**config.mk**
```make
export PLATFORM = sky130hd
export DESIGN_NAME = key_led_mode_ctrl
export DESIGN_NICKNAME = d
export VERILOG_FILES = /design/src/rtl/key_led_mode_ctrl.sv
export SDC_FILE = /design/constraint.sdc
export NUM_CORES = 1
export LEC_CHECK = 0
export ABC_AREA = 1
export CAP_MARGIN = 20
export CORE_UTILIZATION = 37
export DETAILED_ROUTE_END_ITERATION = 16
export MAX_ROUTING_LAYER = met4
export PLACE_DENSITY = 0.6
export SLEW_MARGIN = 10
export SYNTH_ARGS = -nofsm -noshare
export SYNTH_HDL_FRONTEND = slang
export SYNTH_SLANG_ARGS = --single-unit
```
**constraint.sdc**
```tcl
create_clock -name clk -period 2 [get_ports clk]
set_input_delay 0.3 -clock clk [delete_from_list [all_inputs] [get_ports clk]]
set_output_delay 0.3 -clock clk [all_outputs]
set_load 0.02 [all_outputs]
```
**src/rtl/key_led_mode_ctrl.sv**
```systemverilog
// Key-driven LED pattern controller: four keys select the mode, step speed and
// pause state of a 4-LED rotate/blink pattern stepped from a divided base tick.
module key_led_mode_ctrl #(
  parameter int unsigned TICK_BASE = 10_000
) (
  input  logic       clk,
  input  logic       rst_n,
  input  logic [3:0] keyflag,
  output logic [3:0] led,
  output logic [1:0] mode,
  output logic [1:0] speed,
  output logic       running
);

  localparam int unsigned TW = (TICK_BASE > 1) ? $clog2(TICK_BASE) : 1;
  localparam logic [TW-1:0] TickMax = TW'(TICK_BASE - 1);

  typedef enum logic [1:0] {
    ModeHold  = 2'd0,
    ModeRotL  = 2'd1,
    ModeRotR  = 2'd2,
    ModeBlink = 2'd3
  } mode_e;

  mode_e         mode_q, mode_d;
  logic [1:0]    speed_q, speed_d;
  logic          running_q, running_d;
  logic [3:0]    led_q, led_d;
  logic [TW-1:0] tick_q, tick_d;
  logic [2:0]    step_q, step_d;

  logic [3:0] pat, pat_d;
  logic [2:0] step_last;
  logic       base_tick, step_ev, spd_up, spd_dn, resume, clear;

  // Pattern is kept active-high internally; the LED register holds its inverse.
  assign pat = ~led_q;

  always_comb begin
    base_tick = running_q && (tick_q == TickMax);
    step_last = 3'd7 >> speed_q;
    step_ev   = base_tick && (step_q == step_last);
    spd_up    = keyflag[1] && !keyflag[2] && (speed_q != 2'd3);
    spd_dn    = keyflag[2] && !keyflag[1] && (speed_q != 2'd0);
    resume    = keyflag[3] && !running_q;
    clear     = keyflag[0] || spd_up || spd_dn || resume;

    mode_d    = keyflag[0] ? mode_e'(mode_q + 2'd1) : mode_q;
    running_d = running_q ^ keyflag[3];
    speed_d   = speed_q;
    if (spd_up) speed_d = speed_q + 2'd1;
    if (spd_dn) speed_d = speed_q - 2'd1;

    tick_d = tick_q;
    step_d = step_q;
    if (clear) begin
      tick_d = '0;
      step_d = '0;
    end else if (base_tick) begin
      tick_d = '0;
      step_d = step_ev ? 3'd0 : step_q + 3'd1;
    end else if (running_q) begin
      tick_d = tick_q + TW'(1);
    end

    // A mode change takes priority over a coincident step.
    pat_d = pat;
    if (keyflag[0]) begin
      case (mode_d)
        ModeRotL, ModeRotR: if (pat == 4'b0000 || pat == 4'b1111) pat_d = 4'b0001;
        ModeBlink:          pat_d = 4'b1111;
        default:            pat_d = pat;
      endcase
    end else if (step_ev) begin
      case (mode_q)
        ModeRotL:  pat_d = {pat[2:0], pat[3]};
        ModeRotR:  pat_d = {pat[0], pat[3:1]};
        ModeBlink: pat_d = ~pat;
        default:   pat_d = pat;
      endcase
    end
    led_d = ~pat_d;
  end

  always_ff @(posedge clk or negedge rst_n) begin
    if (!rst_n) begin
      mode_q    <= ModeHold;
      speed_q   <= 2'd0;
      running_q <= 1'b1;
      led_q     <= 4'b1111;
      tick_q    <= '0;
      step_q    <= '0;
    end else begin
      mode_q    <= mode_d;
      speed_q   <= speed_d;
      running_q <= running_d;
      led_q     <= led_d;
      tick_q    <= tick_d;
      step_q    <= step_d;
    end
  end

  assign led     = led_q;
  assign mode    = mode_q;
  assign speed   = speed_q;
  assign running = running_q;

endmodule
```
## Word level (Yosys, flattened, before mapping)

Cells that the tools add are included.

- Flip-flop bits (word level): 26
- Input port bits: 6
- Output and inout port bits: 9
- Word-level logic and storage cells: 60

- Equality and inequality tests: 10
- Muxes and demuxes: 14
- Bitwise logic cells: 4
- Reduce and logical (&&, ||, !) cells: 20
- Shifts and indexed selects: 1
- Add/subtract/negate cells: 5

Operator list:

| kind | count |
|---|---|
| $mux W14 | 3 |
| $add A14 B1 Y14 const B | 1 |
| $eq A14 B14 Y1 const B | 1 |
| $mux W4 | 3 |
| $not A4 Y4 | 3 |
| $pmux W4 S3 | 1 |
| $mux W3 | 3 |
| $eq A2 B2 Y1 const B | 4 |
| $pmux W4 S2 | 1 |
| $logic_and A1 B1 Y1 | 7 |
| $mux W2 | 3 |
| $reduce_bool A2 Y1 | 3 |
| $add A2 B1 Y2 const B | 2 |
| $eq A2 B1 Y1 const B | 2 |
| $eq A4 B4 Y1 const B | 1 |
| $logic_not A4 Y1 | 1 |
| $logic_or A1 B1 Y1 | 4 |
| $add A3 B1 Y3 const B | 1 |
| $eq A3 B3 Y1 | 1 |
| $logic_not A1 Y1 | 3 |
| $reduce_bool A3 Y1 | 1 |
| $shr A3 B2 Y3 const A | 1 |
| $ne A2 B2 Y1 const B | 1 |
| $reduce_or A2 Y1 | 1 |
| 2 further kinds | 2 |

## Longest topological paths before layout

Gate-level depths: netlist of run 1.

- Word-level depth: 7
- Mapped depth: 12
- Mapped depth without buffers: 12

## Least setup slack after synthesis of run 1

OpenSTA, ideal clock, no wires.

- Path kind: register to register
- Start: register mode_q[0] (netlist: mode[0])
- End: register with a tool-made name
- Data required time: 1.940 ns
- Arrival time: 1.907 ns
- Period minus slack after synthesis: 1.968 ns
- Setup slack: 0.032 ns
- Library setup time: 0.060 ns
- Stages on the path, launching flop included: 13
- Cell sequence: dfrtp_1 -> inv_1 -> ha_1 -> nand2_1 -> o21ai_0 -> inv_1 -> ha_1 -> or2_4 -> nor2_1 -> o21ai_0 -> nand2_1 -> inv_1 -> nand2_1

RTL lines:

| element | RTL line | text |
|---|---|---|
| start: declaration | 25 | `mode_e mode_q, mode_d;` |
| start signal: assignment | 87 | `mode_q <= ModeHold;` |
| start signal: assignment | 94 | `mode_q <= mode_d;` |

## Final worst setup path of run 1

- Start: register running_q (netlist: running)
- End: output running

RTL lines:

| element | RTL line | text |
|---|---|---|
| start: declaration | 27 | `logic running_q, running_d;` |
| start signal: assignment | 96 | `running_q <= running_d;` |
| end: declaration | 12 | `output logic running` |

No word-level cell between the ends.

==> parameters.txt, run 1 <==
Parameter                              Value

Status
  Run status ... finished clean

Setup path
  Reg-to-reg slack, setup ... 0.17 ns
  Critical path launch point type ... flip-flop
  Number of cells on the worst reg-to-reg path ... 12
  CP arrival ... 1.56 ns
  Critical Path Sink Type ... output port
  Reg-to-Reg Start ... mode[1]
  Highest net fanout along the worst path ... 7
  Class of the most critical setup path ... reg2out
  Worst setup path end ... running
  CP Launch Point ... running
  Required time of the critical path ... 1.70 ns

Clock tree
  Clock root buffer ... sky130_fd_sc_hd__clkbuf_8
  Clock tree from TritonCTS ... built
  Buffers from clock root to sink, at most ... 2
  Clock Latency Late Sink ... 0.27 ns
  Clock-pin slew on the worst setup and hold paths ... 0.10 ns
  Number of buffers created by CTS ... 3
  CTS H-tree depth ... 1
  Sinks on Clock Net ... 26

Floorplan
  Total I/O pin count ... 15
  Core Region ... 4790 µm²
  Standard-cell rows ... 25
  Die outline height ... 72.9 µm
  Die Footprint ... 5310 µm²
  Initial Util ... 38.8%
  Die extent in x ... 72.9 µm

Global routing
  Vias in the first global route ... 1425
  Grt total ovfl ... 0
  Antenna violations before repair ... 0
  Global router's overall resource usage ... 16.5%
  First-pass GRT wire length ... 6550 µm
  Maximum number of pins on one net before global-route repair ... 27

Timing
  Total negative slack for setup checks ... 0 ns
  Fin Clk Skew ... 0.0100 ns
  Share of the cycle needed by the critical path after routing ... 93.0%
  Transition time at the pin with the least slew margin ... 0.389 ns
  Final setup fails ... 0
  Max-slew violation count ... 0
  Hold_ws ... 0.388 ns
  Worst slew margin relative to its limit ... 74.0%
  Final worst path period need ... 1.86 ns
  Final Hold Viols ... 0
  Highest achievable clock rate ... 538 MHz

Synth
  Synth Area per Inst ... 7.12 µm²
  Number of instances in the synthesized netlist ... 261
  Post-synth net total ... 276
  Synthesis Warnings ... 0
  Share of the yosys chip area belonging to registers ... 35.3%
  Post-synthesis cell area ... 1860 µm²
  Number of flops mapped to enable cells by yosys ... 0
  Post-synth cell types ... 27
  Flip-flop cell with the highest count after synthesis ... sky130_fd_sc_hd__dfrtp_1
  Number of synthesized register bits ... 26
  Proportion of synthesized flip-flops having asynchronous set or reset ... 100%

Routing
  # DRC ... 0
  Post-detailed-routing wire length ... 3820 µm
  DR WL/cell ... 10.9 µm
  DRC violation total after the first TritonRoute iteration ... 105
  Average vias per placed instance ... 4.66
  Post-route antenna net violation count ... 0
  Drt pass-1 iters ... 4
  Total number of vias ... 1634

Placed design
  Instance count after placement with tap cells included ... 346
  Estimated wirelength of the detail-placed design ... 2910 µm
  Weighted congestion reported at the end of routability-driven placement ... 0.891
  Quantity of I/O buffers inserted on ports ... 14

Power
  Leakage power ... 1.02 nW
  Power density normalized to cell area ... 1100 nW/µm²
  VDD IR max ... 0.000632 V

Finish
  Fraction of layout cells with a size suffix above 1 ... 13.7%
  Area grow syn2layout ... 16.0%
  Filler-free cell count of the finished design ... 351
  Antenna diodes ... 0
  Layout filler cell count ... 495
  Count of nets after finishing ... 300

Min path
  HP Class ... in2async

Run
  Max_cap viols ... 0
## cells in the mapped netlist (2+ instances only)
cell	count	area, µm²
sky130_fd_sc_hd__a21oi_1	5	25.0
sky130_fd_sc_hd__a31oi_1	2	12.5
sky130_fd_sc_hd__buf_6	3	33.8
sky130_fd_sc_hd__dfrtp_1	21	526
sky130_fd_sc_hd__dfstp_2	5	131
sky130_fd_sc_hd__ha_1	9	113
sky130_fd_sc_hd__inv_1	34	128
sky130_fd_sc_hd__inv_2	4	15.0
sky130_fd_sc_hd__nand2_1	71	267
sky130_fd_sc_hd__nand2_2	5	31.3
sky130_fd_sc_hd__nand3_1	28	140
sky130_fd_sc_hd__nand3_2	2	20.0
sky130_fd_sc_hd__nand3_4	2	35.0
sky130_fd_sc_hd__nand4_1	7	43.8
sky130_fd_sc_hd__nor2_1	31	116
sky130_fd_sc_hd__nor2_2	3	18.8
sky130_fd_sc_hd__nor2_4	3	33.8
sky130_fd_sc_hd__nor3_1	4	20.0
sky130_fd_sc_hd__o21ai_0	11	55.1
sky130_fd_sc_hd__o21ai_1	3	15.0
sky130_fd_sc_hd__xor2_1	2	17.5
## per-layer routing
| layer | vias up | part of all wire (%) | track usage [%] |
|---|---|---|---|
| li1 | 877 | - | - |
| met1 | 727 | 51 | 22.7 |
| met2 | 26 | 44 | 25.0 |
| met3 | 4 | 3.9 | 2.07 |
| met4 | 0 | 1.3 | 5.88 |
| met5 | - | 0 | - |
## worst max-delay path, cell delays in order, from the launching register on
cell and delay [ns]:
sky130_fd_sc_hd__dfstp_2 0.54, sky130_fd_sc_hd__buf_4 0.15, sky130_fd_sc_hd__clkdlybuf4s50_1 0.61
## layout make-up
cell class / count / area, µm² / area share (%)
well taps: 67 / 83.8 / 3.89
flip-flops and latches: 26 / 657 / 30.5
multi-input cells: 194 / 1030 / 47.7
clock buffers: 4 / 45.0 / 2.09
inverters: 38 / 143 / 6.61
repair buffers: 22 / 200 / 9.28
## repair_timing
item,CTS,global route
resized for setup,0,2
buffers inserted,0,1
endpoints found under the setup margin,0,4
hold buffers,0,0
## through the flow
step	cell area, µm²	setup slack, ns	power, mW	util (%)
detailed placement	2100	-0.0875	2.04	43.9
finish	2160	0.140	2.37	45.1
global placement	2100	-0.0240	2.04	43.9
global route	2160	-0.00997	2.58	45.1
floorplan	1860	0.0324	1.62	-
CTS	2150	0.0582	2.37	44.9
## worst min path at each step
| stage | endpoint | start | slack [ns] | cells past startpoint |
|---|---|---|---|---|
| floorplan | mode[0] | rst_n | 0.004 | 0 |
| global placement | flip-flop | flip-flop | 0.51 | 2 |
| detailed placement | flip-flop | flip-flop | 0.50 | 2 |
| CTS | tick_q[6] | rst_n | 0.41 | 2 |
| global route | tick_q[6] | rst_n | 0.41 | 2 |
| finish | tick_q[7] | rst_n | 0.39 | 2 |
## placed cells by master, fill, tap and decap left out, types with 4 or more instances in the layout
cell type	instances
sky130_fd_sc_hd__o21ai_1	4
sky130_fd_sc_hd__clkdlybuf4s50_1	14
sky130_fd_sc_hd__nor2_1	30
sky130_fd_sc_hd__nor3_1	4
sky130_fd_sc_hd__inv_1	34
sky130_fd_sc_hd__nand3_1	28
sky130_fd_sc_hd__nand2_1	71
sky130_fd_sc_hd__nand4_1	7
sky130_fd_sc_hd__nor2_2	4
sky130_fd_sc_hd__ha_1	9
sky130_fd_sc_hd__dfstp_2	5
sky130_fd_sc_hd__inv_2	4
sky130_fd_sc_hd__o21ai_0	10
sky130_fd_sc_hd__nand2_2	5
sky130_fd_sc_hd__dfrtp_1	21
sky130_fd_sc_hd__a21oi_1	5
sky130_fd_sc_hd__buf_4	8
## cells by family (layout without fill, tap and decap cells)
family	Yosys count	count (layout)	synth area share [%]
and+or+nand+nor	160	160	41.5
buffers and inverters	41	64	9.49
DFF	26	26	35.3
AOI/OAI and AO/OA	22	22	6.26
adders and majority gates	9	9	6.06
xor gates and xnor gates	3	3	1.41
## report_power, final
group | switching, mW | total [mW] | internal, mW
combinational | 0.728 | 1.25 | 0.521
sequential | 0.136 | 0.805 | 0.669
clock | 0.172 | 0.315 | 0.143
Note: power is estimated with default switching activity, not from simulation.
==> inputs of run 2 (changes only) <==
- CORE_UTILIZATION: 37 -> 50
- PLACE_DENSITY: 0.6 -> 0.75
==> run 2 against run 1 <==
Sequential cell count did not move. Register-to-register slack is essentially flat. Routed wire length is essentially flat. Cell count fell by 6.0%. Largest power group unchanged.
==> parameters.txt, run 2 (synthesis gave the netlist of run 1 again) <==
Parameter                              Value

Clock tree
  Resized cells post-CTS ... 0
  Clock Latency Late Sink ... 0.27 ns
  Buffers from clock root to sink, at most ... 2
  Clock root buffer ... sky130_fd_sc_hd__clkbuf_8
  Sinks on Clock Net ... 26
  Hold buffer count at CTS ... 0
  Number of buffers created by CTS ... 3
  CTS H-tree depth ... 1
  Clock tree from TritonCTS ... built
  Post-CTS Setup Repair Bufs ... 0
  Clock-pin slew on the worst setup and hold paths ... 0.09 ns

Setup path
  Required time of the critical path ... 1.70 ns
  Number of cells on the worst reg-to-reg path ... 11
  Critical path launch point type ... flip-flop
  Reg-to-reg slack, setup ... 0.18 ns
  Worst setup path end ... running
  Class of the most critical setup path ... reg2out
  CP Launch Point ... running
  Highest net fanout along the worst path ... 7
  CP arrival ... 1.57 ns
  Critical Path Sink Type ... output port
  Reg-to-Reg Start ... mode[1]

Floorplan
  Core Region ... 3440 µm²
  Standard-cell rows ... 21
  Total I/O pin count ... 15
  Initial Util ... 54.0%
  Die extent in x ... 63.0 µm
  Die outline height ... 63.0 µm
  Die Footprint ... 3970 µm²

Timing
  Final Hold Viols ... 0
  Post-route setup slack ... 0.130 ns
  Transition time at the pin with the least slew margin ... 0.371 ns
  Max-slew violation count ... 0
  Hold_ws ... 0.388 ns
  Worst slew margin relative to its limit ... 75.1%
  Setup repair after global routing missed its margin ... false
  Fin Clk Skew ... 0.00170 ns
  Final setup fails ... 0
  Highest achievable clock rate ... 535 MHz
  Share of the cycle needed by the critical path after routing ... 93.5%
  Final worst path period need ... 1.87 ns

Power
  Combinational share of power ... 50.5%
  Share of total power in sequential cells ... 32.0%
  Leakage power ... 1.03 nW
  Relative contribution of the clock network to total power ... 17.5%
  Power density normalized to cell area ... 1160 nW/µm²
  Switching power of the nets ... 1.04 mW
  VDD IR max ... 0.000734 V
  Switching share of power ... 41.6%
  Design internal power ... 1.46 mW

Finish
  Antenna diodes ... 0
  Area grow syn2layout ... 16.0%
  Count of nets after finishing ... 300
  Most common library cell in the layout ignoring fill and taps ... sky130_fd_sc_hd__nand2_1
  Layout filler cell count ... 333
  Commonest non-fill, non-tap cells in the layout ... 71 x sky130_fd_sc_hd__nand2_1, 34 x sky130_fd_sc_hd__inv_1, 30 x sky130_fd_sc_hd__nor2_1
  Fraction of layout cells with a size suffix above 1 ... 14.1%

Global routing
  Maximum number of pins on one net before global-route repair ... 27
  Antenna violations before repair ... 0
  Vias in the first global route ... 1611
  Grt total ovfl ... 0
  First-pass GRT wire length ... 6880 µm
  Global router's overall resource usage ... 21.9%

Placed design
  Estimated wirelength of the detail-placed design ... 2880 µm
  Weighted congestion reported at the end of routability-driven placement ... 0.908
  Worst slack at placement ... -0.116 ns
  Quantity of I/O buffers inserted on ports ... 14

Routing
  DRC violation total after the first TritonRoute iteration ... 88
  Post-route antenna net violation count ... 0
  # DRC ... 0
  Post-detailed-routing wire length ... 3820 µm
  Average vias per placed instance ... 5.16
  DR WL/cell ... 11.6 µm
  Total number of vias ... 1702
  Drt pass-1 iters ... 4

Status
  Run status ... finished clean

Min path
  HP Class ... in2async

Run
  Max_cap viols ... 0
-- run 2: changes by cell type in the layout (fill, tap and decap cells not counted), sizes merged --
cell and change:
bufinv +1, clkbuf -1
-- run 2: worst min path at each step --
stage	from	end	cells past startpoint
after floorplan	rst_n	mode[0]	0
after global placement	flip-flop	flip-flop	2
after detailed placement	flip-flop	flip-flop	2
after CTS	rst_n	step_q[1]	2
after global routing	rst_n	step_q[1]	2
final	rst_n	speed[0]	2
-- run 2: worst max-delay path: stages (launching register included) --
cell and delay [ns]:
sky130_fd_sc_hd__dfstp_2 0.54, sky130_fd_sc_hd__buf_4 0.15, sky130_fd_sc_hd__clkdlybuf4s50_1 0.61
-- run 2: per-stage QoR --
stage	utilization, %	setup TNS (ns)	power (mW)	std cells	area [µm²]
final	62.7	0	2.50	330	2160
after global placement	60.5	-0.0842	2.05	326	2080
after floorplan	-	0	1.62	261	1860
after detailed placement	60.5	-0.364	2.06	326	2080
after CTS	62.6	0	2.52	330	2150
after global routing	62.7	0	2.69	330	2160
-- run 2: cell type report --
cell class / instances / area [µm²] / area share (%)
Clock buffer: 3 / 41.3 / 1.91
Clock inverter: 1 / 30.0 / 1.39
Inverter: 38 / 143 / 6.61
Multi-Input combinational cell: 194 / 1030 / 47.7
Sequential cell: 26 / 657 / 30.5
Tap cell: 46 / 57.6 / 2.67
Timing Repair Buffer: 22 / 200 / 9.28
-- run 2: metal layers --
metal  track usage (%)  up-vias  share of wire (%)
met4              5.23        0               0.94
met5                 -        -                  0
li1                  -      880                  -
met3              2.37        4                3.7
met1              29.2      783                 51
met2              35.5       35                 45
-- run 2: power by group through the flow --
stage	registers (mW)	clock network [mW]	logic [mW]
final	0.798	0.437	1.26
after CTS	0.801	0.452	1.26
after detailed placement	0.809	0	1.25
after global routing	0.817	0.460	1.41
after global placement	0.809	0	1.24
after floorplan	0.921	0	0.699
==> inputs of run 3 (changes only) <==
- GPL_TIMING_DRIVEN: not set -> 0
==> run 3 against run 2 <==
Via count fell by 0.71%. Combinational power about the same. Register-to-register slack worse by 0.05 ns. Clock skew decreased by 0.00052 ns. Power up 1.2%. Sequential share of layout area is 0.070 points lower. Die area is the same. Global-route usage is 0.42 points higher. First-iteration DRC count grew 28%. Cell count shrank 0.61%. Clock power up 2%. Largest power group unchanged. Highest routed layer unchanged.
==> parameters.txt, run 3 (synthesis gave the netlist of run 1 again) <==
Parameter                              Value

Status
  Run status ... finished clean

Power
  Sum of internal, switching and leakage power ... 2.53 mW
  Share of total power in sequential cells ... 32.4%
  Switching power of the nets ... 1.07 mW
  VDD IR max ... 0.000852 V
  Design internal power ... 1.46 mW
  Leakage power ... 1.03 nW
  Relative contribution of the clock network to total power ... 17.6%
  Switching share of power ... 42.3%
  Power density normalized to cell area ... 1170 nW/µm²
  Combinational share of power ... 50.0%

Timing
  Final setup fails ... 0
  Highest achievable clock rate ... 535 MHz
  Final Hold Viols ... 0
  Worst slew margin relative to its limit ... 59.9%
  Share of the cycle needed by the critical path after routing ... 93.5%
  Transition time at the pin with the least slew margin ... 0.600 ns
  Max-slew violation count ... 0
  Fin Clk Skew ... 0.00119 ns
  Final worst path period need ... 1.87 ns

Global routing
  Global router's overall resource usage ... 22.3%
  Maximum number of pins on one net before global-route repair ... 16
  Grt total ovfl ... 0
  Antenna violations before repair ... 0
  First-pass GRT wire length ... 6860 µm
  Vias in the first global route ... 1535

Floorplan
  Initial Util ... 54.0%
  Standard-cell rows ... 21
  Die outline height ... 63.0 µm
  Core Region ... 3440 µm²
  Total I/O pin count ... 15
  Die extent in x ... 63.0 µm
  Die Footprint ... 3970 µm²

Finish
  Antenna diodes ... 0
  Fraction of layout cells with a size suffix above 1 ... 14.2%
  Area grow syn2layout ... 16.3%
  Filler-free cell count of the finished design ... 328
  Most common library cell in the layout ignoring fill and taps ... sky130_fd_sc_hd__nand2_1
  Layout filler cell count ... 298
  Commonest non-fill, non-tap cells in the layout ... 71 x sky130_fd_sc_hd__nand2_1, 34 x sky130_fd_sc_hd__inv_1, 30 x sky130_fd_sc_hd__nor2_1
  Count of nets after finishing ... 298

Routing
  DR WL/cell ... 12.1 µm
  # DRC ... 0
  Average vias per placed instance ... 5.15
  Drt pass-1 iters ... 4
  DRC violation total after the first TritonRoute iteration ... 113
  Total number of vias ... 1690
  Post-detailed-routing wire length ... 3980 µm
  Post-route antenna net violation count ... 0

Clock tree
  Clock-pin slew on the worst setup and hold paths ... 0.10 ns
  Clock root buffer ... sky130_fd_sc_hd__clkbuf_8
  Number of buffers created by CTS ... 3
  Hold buffer count at CTS ... 0
  CTS H-tree depth ... 1
  Clock tree from TritonCTS ... built
  Buffers from clock root to sink, at most ... 2
  Clock Latency Late Sink ... 0.27 ns
  Sinks on Clock Net ... 26

Setup path
  CP max stage cell ... sky130_fd_sc_hd__dfrtp_1
  Critical Path Sink Type ... flip-flop
  Critical Path, Cell by Cell ... inv_1, ha_1, nand2_1, o21ai_2, inv_1, ha_1, or2_4, nor2_2, o21ai_0, nand2_1, inv_1, nand2_1
  Gate family responsible for the most delay along the worst path ... simple AND/OR/NAND/NOR gates
  Number of buffer and inverter stages on the critical path ... 3
  Class of the most critical setup path ... reg2reg
  Highest net fanout along the worst path ... 5
  Required time of the critical path ... 2.22 ns
  Peak per-stage delay on the critical path ... 0.37 ns
  Critical path launch point type ... flip-flop
  CP arrival ... 2.09 ns

Run
  Max_cap viols ... 0

Min path
  HP Class ... in2reg

Placed design
  Estimated wirelength of the detail-placed design ... 2990 µm
  Instance count after placement with tap cells included ... 321
  Weighted congestion reported at the end of routability-driven placement ... 0.911
  Quantity of I/O buffers inserted on ports ... 13
## run 3: repair_timing
action / in CTS / in global routing
endpoints found under the hold margin: 0 / 0
setup endpoints to repair: 4 / 4
gates cloned: 0 / 0
resized for setup: 0 / 3
setup buffers: 2 / 1
## run 3: final timing paths
path	start	to	slack, ns	depth (start not counted)
max in group asynchronous	rst_n	async pin	1.00	2
worst min register to register	flip-flop	flip-flop	0.52	2
worst max register to register	mode[1]	flip-flop	0.13	12
worst max-delay path	mode[1]	flip-flop	0.13	12
min in group asynchronous	rst_n	speed[1]	0.40	1
worst min-delay path	keyflag[0]	mode[1]	0.28	2
## run 3: metrics by stage
| step | hold slack, ns | instance area [µm²] | TNS (ns) | worst slack [ns] | util [%] |
|---|---|---|---|---|---|
| 4_1_cts | 0.361 | 2150 | 0 | 0.0352 | 62.4 |
| 3_3_place_gp | 0.508 | 2050 | -0.102 | -0.0358 | 59.5 |
| 5_1_grt | 0.282 | 2160 | -0.00929 | -0.00929 | 62.8 |
| 3_5_place_dp | 0.510 | 2060 | -0.182 | -0.0666 | 59.9 |
| 6_report | 0.277 | 2160 | 0 | 0.131 | 62.8 |
| 2_1_floorplan | 0.00441 | 1860 | 0 | 0.0324 | - |
## run 3: layer usage
metal | up-vias | GRT usage, % | wire length [µm]
li1 | 873 | - | -
met1 | 780 | 29.7 | 1940
met2 | 35 | 36.2 | 1870
met3 | 2 | 2.19 | 145
met4 | 0 | 5.81 | 21
met5 | - | - | 0
## run 3: layout make-up
| cell class | instances | area (µm²) | share of cell area (%) |
|---|---|---|---|
| Timing Repair Buffer | 17 | 168 | 7.75 |
| Sequential cell | 26 | 657 | 30.4 |
| Buffer | 3 | 33.8 | 1.56 |
| Clock buffer | 3 | 41.3 | 1.91 |
| Tap cell | 46 | 57.6 | 2.66 |
| Clock inverter | 1 | 30.0 | 1.39 |
| Multi-Input combinational cell | 194 | 1030 | 47.7 |
| Inverter | 38 | 143 | 6.60 |
## run 3: worst reg2reg max path: cells and delay by family (launching register included)
family | cells | cell delay, ns
compound gates | 2 | 0.19
fa+ha+maj | 2 | 0.47
buf+inv | 3 | 0.20
simple gates | 5 | 0.60
flops | 1 | 0.37
## run 3: power groups by stage
stage / combinational, mW / clock (mW) / sequential (mW)
after floorplan: 0.699 / 0 / 0.921
final: 1.26 / 0.444 / 0.819
after CTS: 1.22 / 0.456 / 0.818
after global routing: 1.40 / 0.475 / 0.837
after global placement: 1.15 / 0 / 0.848
after detailed placement: 1.17 / 0 / 0.842
